**config.mk**
```make
export PLATFORM = sky130hd
export DESIGN_NAME = arm_ldm_sequencer_flat
export DESIGN_NICKNAME = d
export VERILOG_FILES = /design/src/rtl/arm_ldm_sequencer_pkg.sv /design/src/rtl/arm_ldm_sequencer_if.sv /design/src/rtl/arm_ldm_sequencer_prio_enc.sv /design/src/rtl/arm_ldm_sequencer.sv /design/src/flat_wrapper.sv
export SDC_FILE = /design/constraint.sdc
export NUM_CORES = 1
export LEC_CHECK = 0
export BUFFER_PORTS_ARGS = -buffer_cell sky130_fd_sc_hd__buf_2
export CAP_MARGIN = 30
export CORE_MARGIN = 5
export CORE_UTILIZATION = 53
export CTS_CLUSTER_SIZE = 12
export DETAILED_ROUTE_END_ITERATION = 8
export MAX_ROUTING_LAYER = met4
export PLACE_DENSITY = 0.85
export SETUP_SLACK_MARGIN = 0.1
export SLEW_MARGIN = 20
export SYNTH_ARGS = -nofsm -noshare
export SYNTH_HDL_FRONTEND = slang
export SYNTH_SLANG_ARGS = --single-unit
```
**constraint.sdc**
```tcl
create_clock -name clk -period 6.4 [get_ports clk]
set_clock_uncertainty 0.05 [all_clocks]
set_input_delay 0.32 -clock clk [delete_from_list [all_inputs] [get_ports clk]]
set_output_delay 0.32 -clock clk [all_outputs]
set_load 0.02 [all_outputs]
```
**src/rtl/arm_ldm_sequencer_pkg.sv**
```systemverilog
// arm_ldmseq_pkg: shared types and start-offset helper for the LDM/STM micro-op sequencer
package arm_ldmseq_pkg;
  typedef enum logic [1:0] {IDLE, XFER, WB} state_e;
  typedef enum logic [1:0] {DA = 2'b00, IA = 2'b01, DB = 2'b10, IB = 2'b11} mode_e;
  function automatic int start_off(mode_e m, int n);
    return m == IA ? 0 : m == IB ? 4 : m == DA ? 4 - 4 * n : -4 * n;
  endfunction
endpackage

```
**src/rtl/arm_ldm_sequencer_if.sv**
```systemverilog
// arm_ldm_sequencer_if: micro-op valid/ready bundle from the sequencer to Execute
interface arm_ldm_sequencer_if #(
  parameter int NREGS  = 16,
  parameter int RIDX_W = $clog2(NREGS),
  parameter int OFF_W  = RIDX_W + 4
);
  logic              uop_valid;
  logic              uop_ready;
  logic [RIDX_W-1:0] uop_rd;
  logic [OFF_W-1:0]  uop_offset;
  logic              uop_load;
  logic              uop_store;
  logic              uop_wb;
  logic              uop_first;
  logic              uop_last;
  logic              uop_pcload;
  modport master (
    output uop_valid, uop_rd, uop_offset, uop_load, uop_store, uop_wb, uop_first, uop_last, uop_pcload,
    input  uop_ready
  );
  modport slave (
    input  uop_valid, uop_rd, uop_offset, uop_load, uop_store, uop_wb, uop_first, uop_last, uop_pcload,
    output uop_ready
  );
endinterface

```
**src/rtl/arm_ldm_sequencer_prio_enc.sv**
```systemverilog
// arm_ldmseq_prio_enc: lowest-set-bit index, single-bit flag and popcount of a register list
module arm_ldmseq_prio_enc #(
  parameter int NREGS  = 16,
  parameter int RIDX_W = $clog2(NREGS)
) (
  input  logic [NREGS-1:0] list,
  output logic [RIDX_W-1:0] idx,
  output logic              one,
  output logic [RIDX_W:0]   cnt
);
  always_comb begin
    idx = '0;
    cnt = '0;
    for (int i = NREGS - 1; i >= 0; i--) begin
      if (list[i]) idx = RIDX_W'(i);
      cnt = cnt + (RIDX_W + 1)'(list[i]);
    end
  end
  assign one = cnt == (RIDX_W + 1)'(1);
endmodule

```
**src/rtl/arm_ldm_sequencer.sv**
```systemverilog
// arm_ldm_sequencer: expands an LDM/STM register list into load/store micro-ops plus optional base writeback.
// Define ARM_LDMSEQ_PERF_EN to add saturating sequence/micro-op performance counters.
module arm_ldm_sequencer
  import arm_ldmseq_pkg::*;
#(
  parameter int NREGS  = 16,
  parameter int RIDX_W = $clog2(NREGS),
  parameter int OFF_W  = RIDX_W + 4
) (
  input  logic              clk,
  input  logic              rst,
  input  logic              start,
  input  logic [NREGS-1:0]  reglist,
  input  logic [RIDX_W-1:0] rn,
  input  logic              p,
  input  logic              u,
  input  logic              w,
  input  logic              l,
  input  logic              flush,
  output logic              busy,
  output logic              stall_f,
  arm_ldm_sequencer_if.master uop
`ifdef ARM_LDMSEQ_PERF_EN
  ,
  output logic [31:0]       perf_seq_cnt,
  output logic [31:0]       perf_uop_cnt
`endif
);
  state_e            state;
  logic [NREGS-1:0]  list;
  logic [RIDX_W-1:0] rn_q, idx;
  logic [RIDX_W:0]   n_q, cnt;
  logic [OFF_W-1:0]  off, mag;
  logic              l_q, u_q, wb_q, first, one, accept, xfer, hs;
  // One encoder serves both: popcount of the incoming list while idle, lowest bit of the remaining list otherwise
  arm_ldmseq_prio_enc #(.NREGS(NREGS)) u_enc (
    .list(state == IDLE ? reglist : list),
    .idx (idx),
    .one (one),
    .cnt (cnt)
  );
  assign xfer   = state == XFER;
  assign accept = state == IDLE && start && !flush && cnt != '0;
  assign hs     = uop.uop_valid && uop.uop_ready;
  assign mag    = OFF_W'({n_q, 2'b00});
  always_ff @(posedge clk or negedge rst) begin
    if (!rst) begin
      state <= IDLE;
      list  <= '0;
      rn_q  <= '0;
      n_q   <= '0;
      off   <= '0;
      l_q   <= 1'b0;
      u_q   <= 1'b0;
      wb_q  <= 1'b0;
      first <= 1'b0;
    end else if (flush) begin
      state <= IDLE;
      list  <= '0;
    end else begin
      case (state)
        IDLE: if (accept) begin
          state <= XFER;
          list  <= reglist;
          rn_q  <= rn;
          n_q   <= cnt;
          l_q   <= l;
          u_q   <= u;
          wb_q  <= w && !(l && reglist[rn]);
          off   <= OFF_W'(start_off(mode_e'({p, u}), int'(cnt)));
          first <= 1'b1;
        end
        XFER: if (uop.uop_ready) begin
          list  <= list & ~(NREGS'(1) << idx);
          off   <= off + OFF_W'(4);
          first <= 1'b0;
          if (one) state <= wb_q ? WB : IDLE;
        end
        WB: if (uop.uop_ready) state <= IDLE;
        default: state <= IDLE;
      endcase
    end
  end
  assign busy           = state != IDLE;
  assign uop.uop_valid  = busy;
  assign uop.uop_rd     = state == WB ? rn_q : xfer ? idx : '0;
  assign uop.uop_offset = state == WB ? (u_q ? mag : -mag) : xfer ? off : '0;
  assign uop.uop_load   = xfer && l_q;
  assign uop.uop_store  = xfer && !l_q;
  assign uop.uop_wb     = state == WB;
  assign uop.uop_first  = busy && first;
  assign uop.uop_last   = state == WB || (xfer && one && !wb_q);
  assign uop.uop_pcload = xfer && l_q && idx == RIDX_W'(NREGS - 1);
  assign stall_f        = accept || (busy && !(uop.uop_last && uop.uop_ready));
`ifdef ARM_LDMSEQ_PERF_EN
  always_ff @(posedge clk or negedge rst) begin
    if (!rst) begin
      perf_seq_cnt <= '0;
      perf_uop_cnt <= '0;
    end else begin
      if (hs && !flush && !(&perf_uop_cnt)) perf_uop_cnt <= perf_uop_cnt + 32'd1;
      if (hs && !flush && uop.uop_last && !(&perf_seq_cnt)) perf_seq_cnt <= perf_seq_cnt + 32'd1;
    end
  end
`else
  logic unused_hs;
  assign unused_hs = hs;
`endif
endmodule

```
**src/flat_wrapper.sv**
```systemverilog
// flat-port wrapper written by rule: the top's interface ports become plain ports
module arm_ldm_sequencer_flat import arm_ldmseq_pkg::*;
#(
  parameter int NREGS  = 16,
  parameter int RIDX_W = $clog2(NREGS),
  parameter int OFF_W  = RIDX_W + 4
)
  (clk, rst, start, reglist, rn, p, u, w, l, flush, busy, stall_f, uop_uop_valid, uop_uop_rd, uop_uop_offset, uop_uop_load, uop_uop_store, uop_uop_wb, uop_uop_first, uop_uop_last, uop_uop_pcload, uop_uop_ready);
  arm_ldm_sequencer_if #(.NREGS(NREGS), .RIDX_W(RIDX_W), .OFF_W(OFF_W)) uop_i ();
  input  logic clk;
  input  logic rst;
  input  logic start;
  input  logic [NREGS-1:0] reglist;
  input  logic [RIDX_W-1:0] rn;
  input  logic p;
  input  logic u;
  input  logic w;
  input  logic l;
  input  logic flush;
  output logic busy;
  output logic stall_f;
  output wire logic [$bits(uop_i.uop_valid)-1:0] uop_uop_valid;
  output wire logic [$bits(uop_i.uop_rd)-1:0] uop_uop_rd;
  output wire logic [$bits(uop_i.uop_offset)-1:0] uop_uop_offset;
  output wire logic [$bits(uop_i.uop_load)-1:0] uop_uop_load;
  output wire logic [$bits(uop_i.uop_store)-1:0] uop_uop_store;
  output wire logic [$bits(uop_i.uop_wb)-1:0] uop_uop_wb;
  output wire logic [$bits(uop_i.uop_first)-1:0] uop_uop_first;
  output wire logic [$bits(uop_i.uop_last)-1:0] uop_uop_last;
  output wire logic [$bits(uop_i.uop_pcload)-1:0] uop_uop_pcload;
  input wire logic [$bits(uop_i.uop_ready)-1:0] uop_uop_ready;
  assign uop_uop_valid = uop_i.uop_valid;
  assign uop_uop_rd = uop_i.uop_rd;
  assign uop_uop_offset = uop_i.uop_offset;
  assign uop_uop_load = uop_i.uop_load;
  assign uop_uop_store = uop_i.uop_store;
  assign uop_uop_wb = uop_i.uop_wb;
  assign uop_uop_first = uop_i.uop_first;
  assign uop_uop_last = uop_i.uop_last;
  assign uop_uop_pcload = uop_i.uop_pcload;
  assign uop_i.uop_ready = uop_uop_ready;
  arm_ldm_sequencer #(.NREGS(NREGS), .RIDX_W(RIDX_W), .OFF_W(OFF_W)) u_core (.clk(clk), .rst(rst), .start(start), .reglist(reglist), .rn(rn), .p(p), .u(u), .w(w), .l(l), .flush(flush), .busy(busy), .stall_f(stall_f), .uop(uop_i));
endmodule
```
Yosys cells after proc, flatten, opt, wreduce, memory -nomap -nowiden
Index checks and enable logic that the tools add are counted.

word-level totals
  logic and storage cells = 119
  input bits = 29
  flip-flop bits (word level) = 39

operators by class
  shift operators = 1
  muxes and demuxes = 44
  reduce and logical (&&, ||, !) cells = 30
  bitwise logic cells = 3
  add/subtract/negate cells = 19
  equality and inequality tests = 12
  $lt $le $gt $ge = 1

operators by type and width
  kind                                                        count
  two-way mux 4 bit                                           18
  two-way mux 16 bit                                          4
  two-way mux 8 bit                                           8
  adder 5 x 1 -> 5 bit                                        11
  case mux 16 bit (2 select lines)                            1
  AND 16 bit                                                  1
  NOT 16 bit                                                  1
  case mux 8 bit (2 select lines)                             1
  left shift 1 x 4 -> 16 bit, first input constant            1
  logical AND 1 bit                                           13
  two-way mux 2 bit                                           6
  != test 3 x 2 -> 1 bit, second input constant               3
  adder 8 x 3 -> 8 bit, second input constant                 1
  negation 7 -> 8 bit                                         1
  AND reduction 4 bit                                         2
  subtractor 3 x 7 -> 8 bit, first input constant             1
  negation 5 -> 6 bit                                         1
  case mux 2 bit (3 select lines)                             1
  AND reduction 3 bit                                         2
  adder 4 x 1 -> 5 bit                                        1
  == test 5 x 1 -> 1 bit, second input constant               1
  logical NOT 1 bit                                           5
  less-than comparator 4 x 5 -> 1 bit, second input constant  1
  nonzero test 5 bit                                          1
  other kinds (17)                                            24

Logic depth before layout (Yosys ltp)
Gate-level depths: netlist of the first run.

  depth after elaboration = 25
  gate-level depth with buffers = 28
  gate-level depth less buffers = 25

Hierarchy
A second synthesis of the first run with hierarchy kept.

unflattened totals
  cells, all modules = 348
  area total of the unflattened synthesis = 3,044.2 sq um

by module, submodules not included
  module               area each (sq um)  seq. area each (sq um)  cells each  instances
  arm_ldm_sequencer    2,474.9            925.9                   275         1
  arm_ldmseq_prio_enc  569.3              0.0                     73          1

Least setup slack after synthesis of the first run
OpenSTA, ideal clock, no wires.

  kind = register to output
  from = register u_core.state[0]
  to = output stall_f
  data required time = 6.030 ns
  stages on the path, launching flop included = 25
  arrival time = 6.135 ns
  path slack = -0.105 ns
  cells stage by stage = dfrtp_1 nor2_4 inv_2 buf_2 clkbuf_1 mux2i_1 fa_1 inv_1 fa_1 inv_1 fa_1 inv_1 fa_1 ha_1 inv_1 fa_1 xnor2_1 nor2_1 and2_1 ha_1 nor3b_1 and2_1 clkbuf_1 nor3_1 a22oi_1

on the way
  elaborated cells between the ends (all ways) = 32
  classes of those cells = add/sub (15); eq/ne (3); mux (1); reduce/logical (13)

RTL lines
  item                      RTL line                 source
  start: declaration        arm_ldm_sequencer.sv:29  state_e state;
  start signal: assignment  arm_ldm_sequencer.sv:77  if (one) state <= wb_q ? WB : IDLE;
  nonzero test 2 bit        arm_ldm_sequencer.sv:84  assign busy = state != IDLE;
  net busy                  flat_wrapper.sv:20       output logic busy;
  logical AND 1 bit         arm_ldm_sequencer.sv:94  assign stall_f = accept || (busy && !(uop.uop_last && uop.uop_ready));
  logical OR 1 bit          arm_ldm_sequencer.sv:94
  end: declaration          flat_wrapper.sv:21       output logic stall_f;

The timed path passes the listed nets, and every way through them passes these cells.

Worst setup path after layout of the first run
  from = register u_core.state[0]
  to = output stall_f

on the way
  cells in the longest elaborated chain, start to end = 25
  elaborated cells between the ends (all ways) = 32
  classes of those cells = add/sub (15); eq/ne (3); mux (1); reduce/logical (13)

RTL lines
  item                                 RTL line                                          source
  logical NOT 2 bit                    arm_ldm_sequencer.sv:37, arm_ldm_sequencer.sv:43
  two-way mux 16 bit                   arm_ldm_sequencer.sv:37                           .list(state == IDLE ? reglist : list),
  adder 1 x 1 -> 2 bit                 arm_ldm_sequencer_prio_enc.sv:16                  cnt = cnt + (RIDX_W + 1)'(list[i]);
  adder 2 x 1 -> 3 bit                 arm_ldm_sequencer_prio_enc.sv:16
  adder 3 x 1 -> 4 bit                 arm_ldm_sequencer_prio_enc.sv:16
  adder 4 x 1 -> 5 bit                 arm_ldm_sequencer_prio_enc.sv:16
  adder 5 x 1 -> 5 bit (11 in series)  arm_ldm_sequencer_prio_enc.sv:16
  == test 5 x 1 -> 1 bit               arm_ldm_sequencer_prio_enc.sv:19                  assign one = cnt == (RIDX_W + 1)'(1);
  logical AND 1 bit (2 in series)      arm_ldm_sequencer.sv:92                           assign uop.uop_last = state == WB || (xfer && one && !wb_q);
  logical OR 1 bit                     arm_ldm_sequencer.sv:92
  logical AND 1 bit                    arm_ldm_sequencer.sv:94
  logical NOT 1 bit                    arm_ldm_sequencer.sv:94
  logical AND 1 bit                    arm_ldm_sequencer.sv:94
  logical OR 1 bit (*)                 arm_ldm_sequencer.sv:94

Every way passes the cells marked *; elsewhere a longest branch is shown, timed or not.

==> results of run 1 <==
## cells in the mapped netlist (4+ instances only)
master and number:
nand2_1 74, dfrtp_1 37, inv_1 30, nor2_1 28
a21oi_1 26, o21ai_0 24, clkbuf_1 15, mux2i_1 13
a211oi_1 11, a22oi_1 11, ha_1 11, fa_1 10
nand3_1 9, xnor2_1 8, nor3_1 7, nor4_1 7
o31ai_1 7, a21o_1 6, a31oi_1 5, o21ai_1 5
a22o_1 4, and2_1 4, buf_4 4, mux4_2 4
nand2b_1 4, or4_1 4
## per-stage QoR
step | cell area [um^2] | utilization | setup slack (ns)
3_5_place_dp | 3770 | 0.594 | 0.160
3_3_place_gp | 3770 | 0.594 | 0.458
2_1_floorplan | 3480 | - | 0.184
6_report | 3990 | 0.628 | 0.281
5_1_grt | 3990 | 0.628 | 0.0411
4_1_cts | 3870 | 0.609 | 0.120
## cell type report
| class | count | area [um^2] |
|---|---|---|
| flip-flops and latches | 37 | 926 |
| clock inverters | 3 | 17.5 |
| inverters | 31 | 116 |
| clock buffers | 5 | 68.8 |
| well taps | 77 | 96.3 |
| fillers | 560 | 2360 |
| repair buffers | 62 | 373 |
| multi-input cells | 336 | 2390 |
## cell families after synthesis
kind of cell,synth area share
AO/OA/AOI/OAI,0.253
XOR/XNOR,0.0202
adder cells (fa/ha/maj),0.0974
buffers and inverters,0.0671
flip-flops,0.267
multiplexers,0.0711
other,0.00108
AND/OR/NAND/NOR,0.223
## sequential cells by signal, indices dropped and copies added (netlist names)
| name | cells |
|---|---|
| u_core.first | 1 |
| u_core.l_q | 1 |
| u_core.list | 16 |
| u_core.n_q | 5 |
| u_core.off | 6 |
| u_core.rn_q | 4 |
| u_core.state | 2 |
| u_core.u_q | 1 |
| u_core.wb_q | 1 |
## worst min path at each step
stage | slack [ns] | cells past startpoint | end | start
floorplan | -0.03 | 0 | u_core.first | rst
detailed placement | 0.41 | 2 | u_core.first | u_core.first
global placement | 0.41 | 2 | u_core.first | u_core.first
CTS | 0.10 | 1 | u_core.off[6] | rst
global route | 0.15 | 1 | u_core.list[0] | rst
finish | 0.08 | 1 | u_core.list[11] | rst
## per-layer routing
layer / global-route usage / part of all wire / vias to the layer above
met4: 0.123 / 0.047 / 0
met5: - / 0 / -
li1: - / - / 1631
met1: 0.320 / 0.37 / 1729
met3: 0.0458 / 0.085 / 59
met2: 0.429 / 0.50 / 238
## placed cells by master (no fill, tap or decap), types with 5 or more instances in the layout
master | synthesis | routed
nand2_1 | 74 | 74
buf_2 | 3 | 46
dfrtp_1 | 37 | 37
inv_1 | 30 | 30
nor2_1 | 28 | 27
a21oi_1 | 26 | 25
o21ai_0 | 24 | 22
buf_4 | 4 | 12
a211oi_1 | 11 | 11
ha_1 | 11 | 11
a22oi_1 | 11 | 10
mux2i_1 | 13 | 9
nand3_1 | 9 | 9
fa_1 | 10 | 9
o31ai_1 | 7 | 7
nor4_1 | 7 | 7
nor3_1 | 7 | 7
a21o_1 | 6 | 6
xnor2_1 | 8 | 6
o21ai_1 | 5 | 6
a31oi_1 | 5 | 5
clkbuf_8 | 0 | 5
## worst max-delay path, cell delays in order, from the launching register on
cell and delay [ns]:
dfrtp_1 0.41, nor2_4 0.15, inv_2 0.08, buf_8 0.17
mux2i_1 0.18, fa_1 0.53, inv_1 0.05, fa_1 0.50
inv_1 0.05, fa_1 0.47, inv_1 0.07, fa_1 0.50
ha_1 0.23, inv_1 0.08, fa_2 0.50, ha_1 0.25
and2_1 0.14, ha_1 0.20, nor3b_2 0.26, nand2_1 0.10
buf_6 0.16, a22oi_2 0.19, buf_6 0.14
## timing repair
item	CTS	global route
endpoints found under the setup margin	1	13
pin swaps	0	4
buffers inserted	0	3
resized for setup	1	21
==> flow_summary.json, run 1 <==
{
  "status": "finished, final reports clean",
  "setup_viol": 0,
  "finalWeightedCongestion": 0.999,
  "relSlewSlack": 0.420,
  "hold_slack_ns": 0.0796,
  "synthToLayoutAreaGrowth_pct": 15.0,
  "die_height_um": 90.9,
  "end_kind": "output port",
  "finalNetCount": 523,
  "io_buffers": 47,
  "hold_violations": 0,
  "worstMarginPinSlew_ns": 0.870,
  "htree_levels": 2,
  "worstReg2RegStart": "u_core.state[0]",
  "clock_path_buffers": 2,
  "cts_hold_buf": 0,
  "clkSinkCount": 37,
  "routed_via_density": 6.64,
  "overflow": 0,
  "syn_inst": 427,
  "finalWorstPathRequiredPeriod_ns": 6.12,
  "avgSynthCellArea_um2": 8.12,
  "critPathMaxFanout": 20,
  "final_cells": 551,
  "num_io_pins": 50,
  "crit_required_ns": 6.03,
  "routed_wl_mm": 10.9,
  "drt_iter0_drc": 523,
  "drive_above_1_share": 0.217,
  "dp_hpwl_mm": 7.98,
  "numCtsBuffers": 5,
  "critPathLaunchType": "flop",
  "yosysWarnings": 0,
  "drv_cap": 0,
  "n_antenna_cell": 0,
  "cts_root_buffer": "clkbuf_8",
  "hold_class": "in -> async",
  "final_antenna_net_count": 0,
  "period_share": 0.956,
  "reg2reg_to": "u_core.list[15]",
  "vias": 3657,
  "wire_per_inst_um": 19.7,
  "clk_pin_slew_ns": 0.08,
  "setup.worst_path.start": "u_core.state[0]",
  "firstDrtPassIters": 5,
  "die_w_um": 90.9,
  "syn_area_mm2": 0.00347,
  "r2r_cells": 25,
  "start_util": 0.546,
  "core_area_mm2": 0.00635,
  "arrival_ns": 5.75,
  "grt_pass1_wl_mm": 17.5,
  "synth.yosys.seq_area_share": 0.267,
  "synth-seq-cells": 37,
  "rrSetupSlack_ns": 0.37,
  "drc": 0,
  "netlist.area_leader.share": 0.267,
  "rsz0062_at_grt": "false",
  "first_global_vias": 3513,
  "grt_antenna_before_repair": 0,
  "cts_tree": "yes",
  "yosys_most_used_dff": "dfrtp_1",
  "fmax_ghz": 0.163,
  "grt_max_degree": 38,
  "clock_latency_ns": 0.31,
  "crit_type": "reg -> out",
  "setup_tns_ns": 0,
  "maxSlewViolCount": 0,
  "synth-edff-count": 0,
  "synth_area_leaders": "dfrtp_1 (27%), nand2_1 (8.0%), fa_1 (5.8%)",
  "num_rows": 29,
  "placed_cells": 539,
  "grt_usage": 0.264,
  "critPathCapture": "stall_f",
  "yosysTopAreaCell": "dfrtp_1",
  "synth.distinct_cells": 70,
  "die_area_mm2": 0.00826,
  "async_flop_share": 1.00
}
Power of run 1 is left out: the tool's default activity adds up to more than one toggle a clock period on the data nets, which glitch-free logic cannot reach.
==> run 2, diff against run 1 <==
--- a/config.mk
+++ b/config.mk
@@ -13,6 +13,7 @@
 export DETAILED_ROUTE_END_ITERATION = 8
 export MAX_ROUTING_LAYER = met4
 export PLACE_DENSITY = 0.85
+export RECOVER_POWER = 25
 export SETUP_SLACK_MARGIN = 0.1
 export SLEW_MARGIN = 20
 export SYNTH_ARGS = -nofsm -noshare
==> flow_summary.json, run 2 (synthesis gave the netlist of run 1 again) <==
{
  "status": "finished with violations",
  "violations": "capacitance limit, slew limit",
  "cts_root_buffer": "clkbuf_8",
  "arrival_ns": 5.75,
  "finalWeightedCongestion": 0.999,
  "setup_viol": 0,
  "grt_pass1_wl_mm": 17.5,
  "hold_class": "in -> reg",
  "drv_cap": 1,
  "drt_iter0_drc": 535,
  "finalWorstPathRequiredPeriod_ns": 6.12,
  "worstMarginPinSlew_ns": 2.10,
  "critPathMaxFanout": 20,
  "top_usage_layer": "met2",
  "period_share": 0.956,
  "grt_usage": 0.264,
  "final_antenna_net_count": 0,
  "die_area_mm2": 0.00826,
  "io_buffers": 47,
  "synthToLayoutAreaGrowth_pct": 15.0,
  "vias": 3664,
  "routed_via_density": 6.65,
  "die_w_um": 90.9,
  "clkSinkCount": 37,
  "use_met2": 0.429,
  "layout_common_cells": "nand2_1 (74), buf_2 (45), dfrtp_1 (37), inv_1 (30), nor2_1 (27)",
  "crit_type": "reg -> out",
  "end_kind": "output port",
  "crit_path_top_delay_cell": "fa_1",
  "cts_tree": "yes",
  "relSlewSlack": -0.399,
  "clk_pin_slew_ns": 0.08,
  "final.setup.worst_slack_ns": 0.282,
  "die_height_um": 90.9,
  "maxSlewViolCount": 38,
  "finalNetCount": 523,
  "n_antenna_cell": 0,
  "max_stage_delay_ns": 0.53,
  "drive_above_1_share": 0.215,
  "routed_wl_mm": 10.9,
  "largest_register_ffs": 16,
  "start_util": 0.546,
  "grt_antenna_before_repair": 0,
  "wire_per_inst_um": 19.8,
  "num_rows": 29,
  "first_global_vias": 3513,
  "rsz0062_at_grt": "false",
  "largest-register": "u_core.list",
  "clock_path_buffers": 2,
  "num_io_pins": 50,
  "numCtsBuffers": 5,
  "grt_util_met3": 0.0458,
  "setup_tns_ns": 0,
  "overflow": 0,
  "grt_max_degree": 38,
  "clock_latency_ns": 0.31,
  "drc": 0,
  "firstDrtPassIters": 5,
  "crit_required_ns": 6.03,
  "grt_use_met1": 0.320,
  "layout_commonest_cell": "nand2_1",
  "hold_violations": 0,
  "fill_cells": 561,
  "top_regs": "u_core.list x16, u_core.off x6, u_core.n_q x5",
  "htree_levels": 2,
  "cts_hold_buf": 0,
  "dp_hpwl_mm": 7.98,
  "core_area_mm2": 0.00635,
  "critPathLaunchType": "flop",
  "hold_slack_ns": 0.177,
  "dp_slack_ns": 0.160,
  "path_cells": "nor2_4 > inv_2 > buf_8 > mux2i_1 > fa_1 > inv_1 > fa_1 > inv_1 > fa_1 > inv_1 > fa_1 > ha_1 > inv_1 > fa_2 > ha_1 > and2_1 > ha_1 > nor3b_2 > nand2_1 > buf_6 > a22oi_2 > buf_6",
  "fmax_ghz": 0.163
}
run 2: cell count changes in the layout (fill, tap and decap cells not counted), sizes merged:
cell / previous run / this run
clkbuf: 5 / 6
buf: 62 / 61
run 2: final timing paths:
kind                                  from              end  slack, ns  cells after the start
setup / recovery           u_core.state[0]          stall_f       0.28                     22
hold / removal                           l       u_core.l_q       0.18                      3
setup reg to reg           u_core.state[0]   u_core.list[9]       0.36                     25
hold reg to reg               u_core.first     u_core.first       0.42                      2
max in group asynchronous              rst     u_core.first       4.53                      1
min in group asynchronous              rst  u_core.list[11]       0.57                      1
run 2: timing repair:
| action | 4_1_cts | 5_1_grt |
|---|---|---|
| resized for setup | 1 | 21 |
| pin swaps | 0 | 4 |
| setup buffers | 0 | 3 |
| setup endpoints to repair | 1 | 13 |
| hold endpoints to repair | 0 | 0 |
run 2: through the flow:
stage / instance area (um^2) / std cells / utilization
floorplan: 3480 / 428 / -
global placement: 3770 / 539 / 0.594
detailed placement: 3770 / 539 / 0.594
CTS: 3870 / 547 / 0.609
global route: 3990 / 551 / 0.628
finish: 3990 / 551 / 0.628
run 2: area by class of cell:
cell class / instances / area (um^2) / area share
timing repair buffer: 62 / 372 / 0.0932
sequential: 37 / 926 / 0.232
clock inverter: 3 / 17.5 / 0.00439
inverter: 31 / 116 / 0.0292
clock buffer: 5 / 68.8 / 0.0173
tap: 77 / 96.3 / 0.0242
multi-input combinational: 336 / 2390 / 0.600
run 2: metal layers:
layer | share of wire | vias up
li1 | - | 1630
met3 | 0.086 | 66
met2 | 0.50 | 240
met5 | 0 | -
met1 | 0.37 | 1728
met4 | 0.047 | 0
run 2: worst max-delay path: cells and delay by family (launching register included):
kind | cells | cell delay (ns)
and+or+nand+nor | 4 | 0.65
buffers and inverters | 8 | 0.80
AOI/OAI and AO/OA | 1 | 0.19
DFF | 1 | 0.41
muxes | 1 | 0.18
adders and majority gates | 8 | 3.18
Power of run 2 is left out for the same reason.
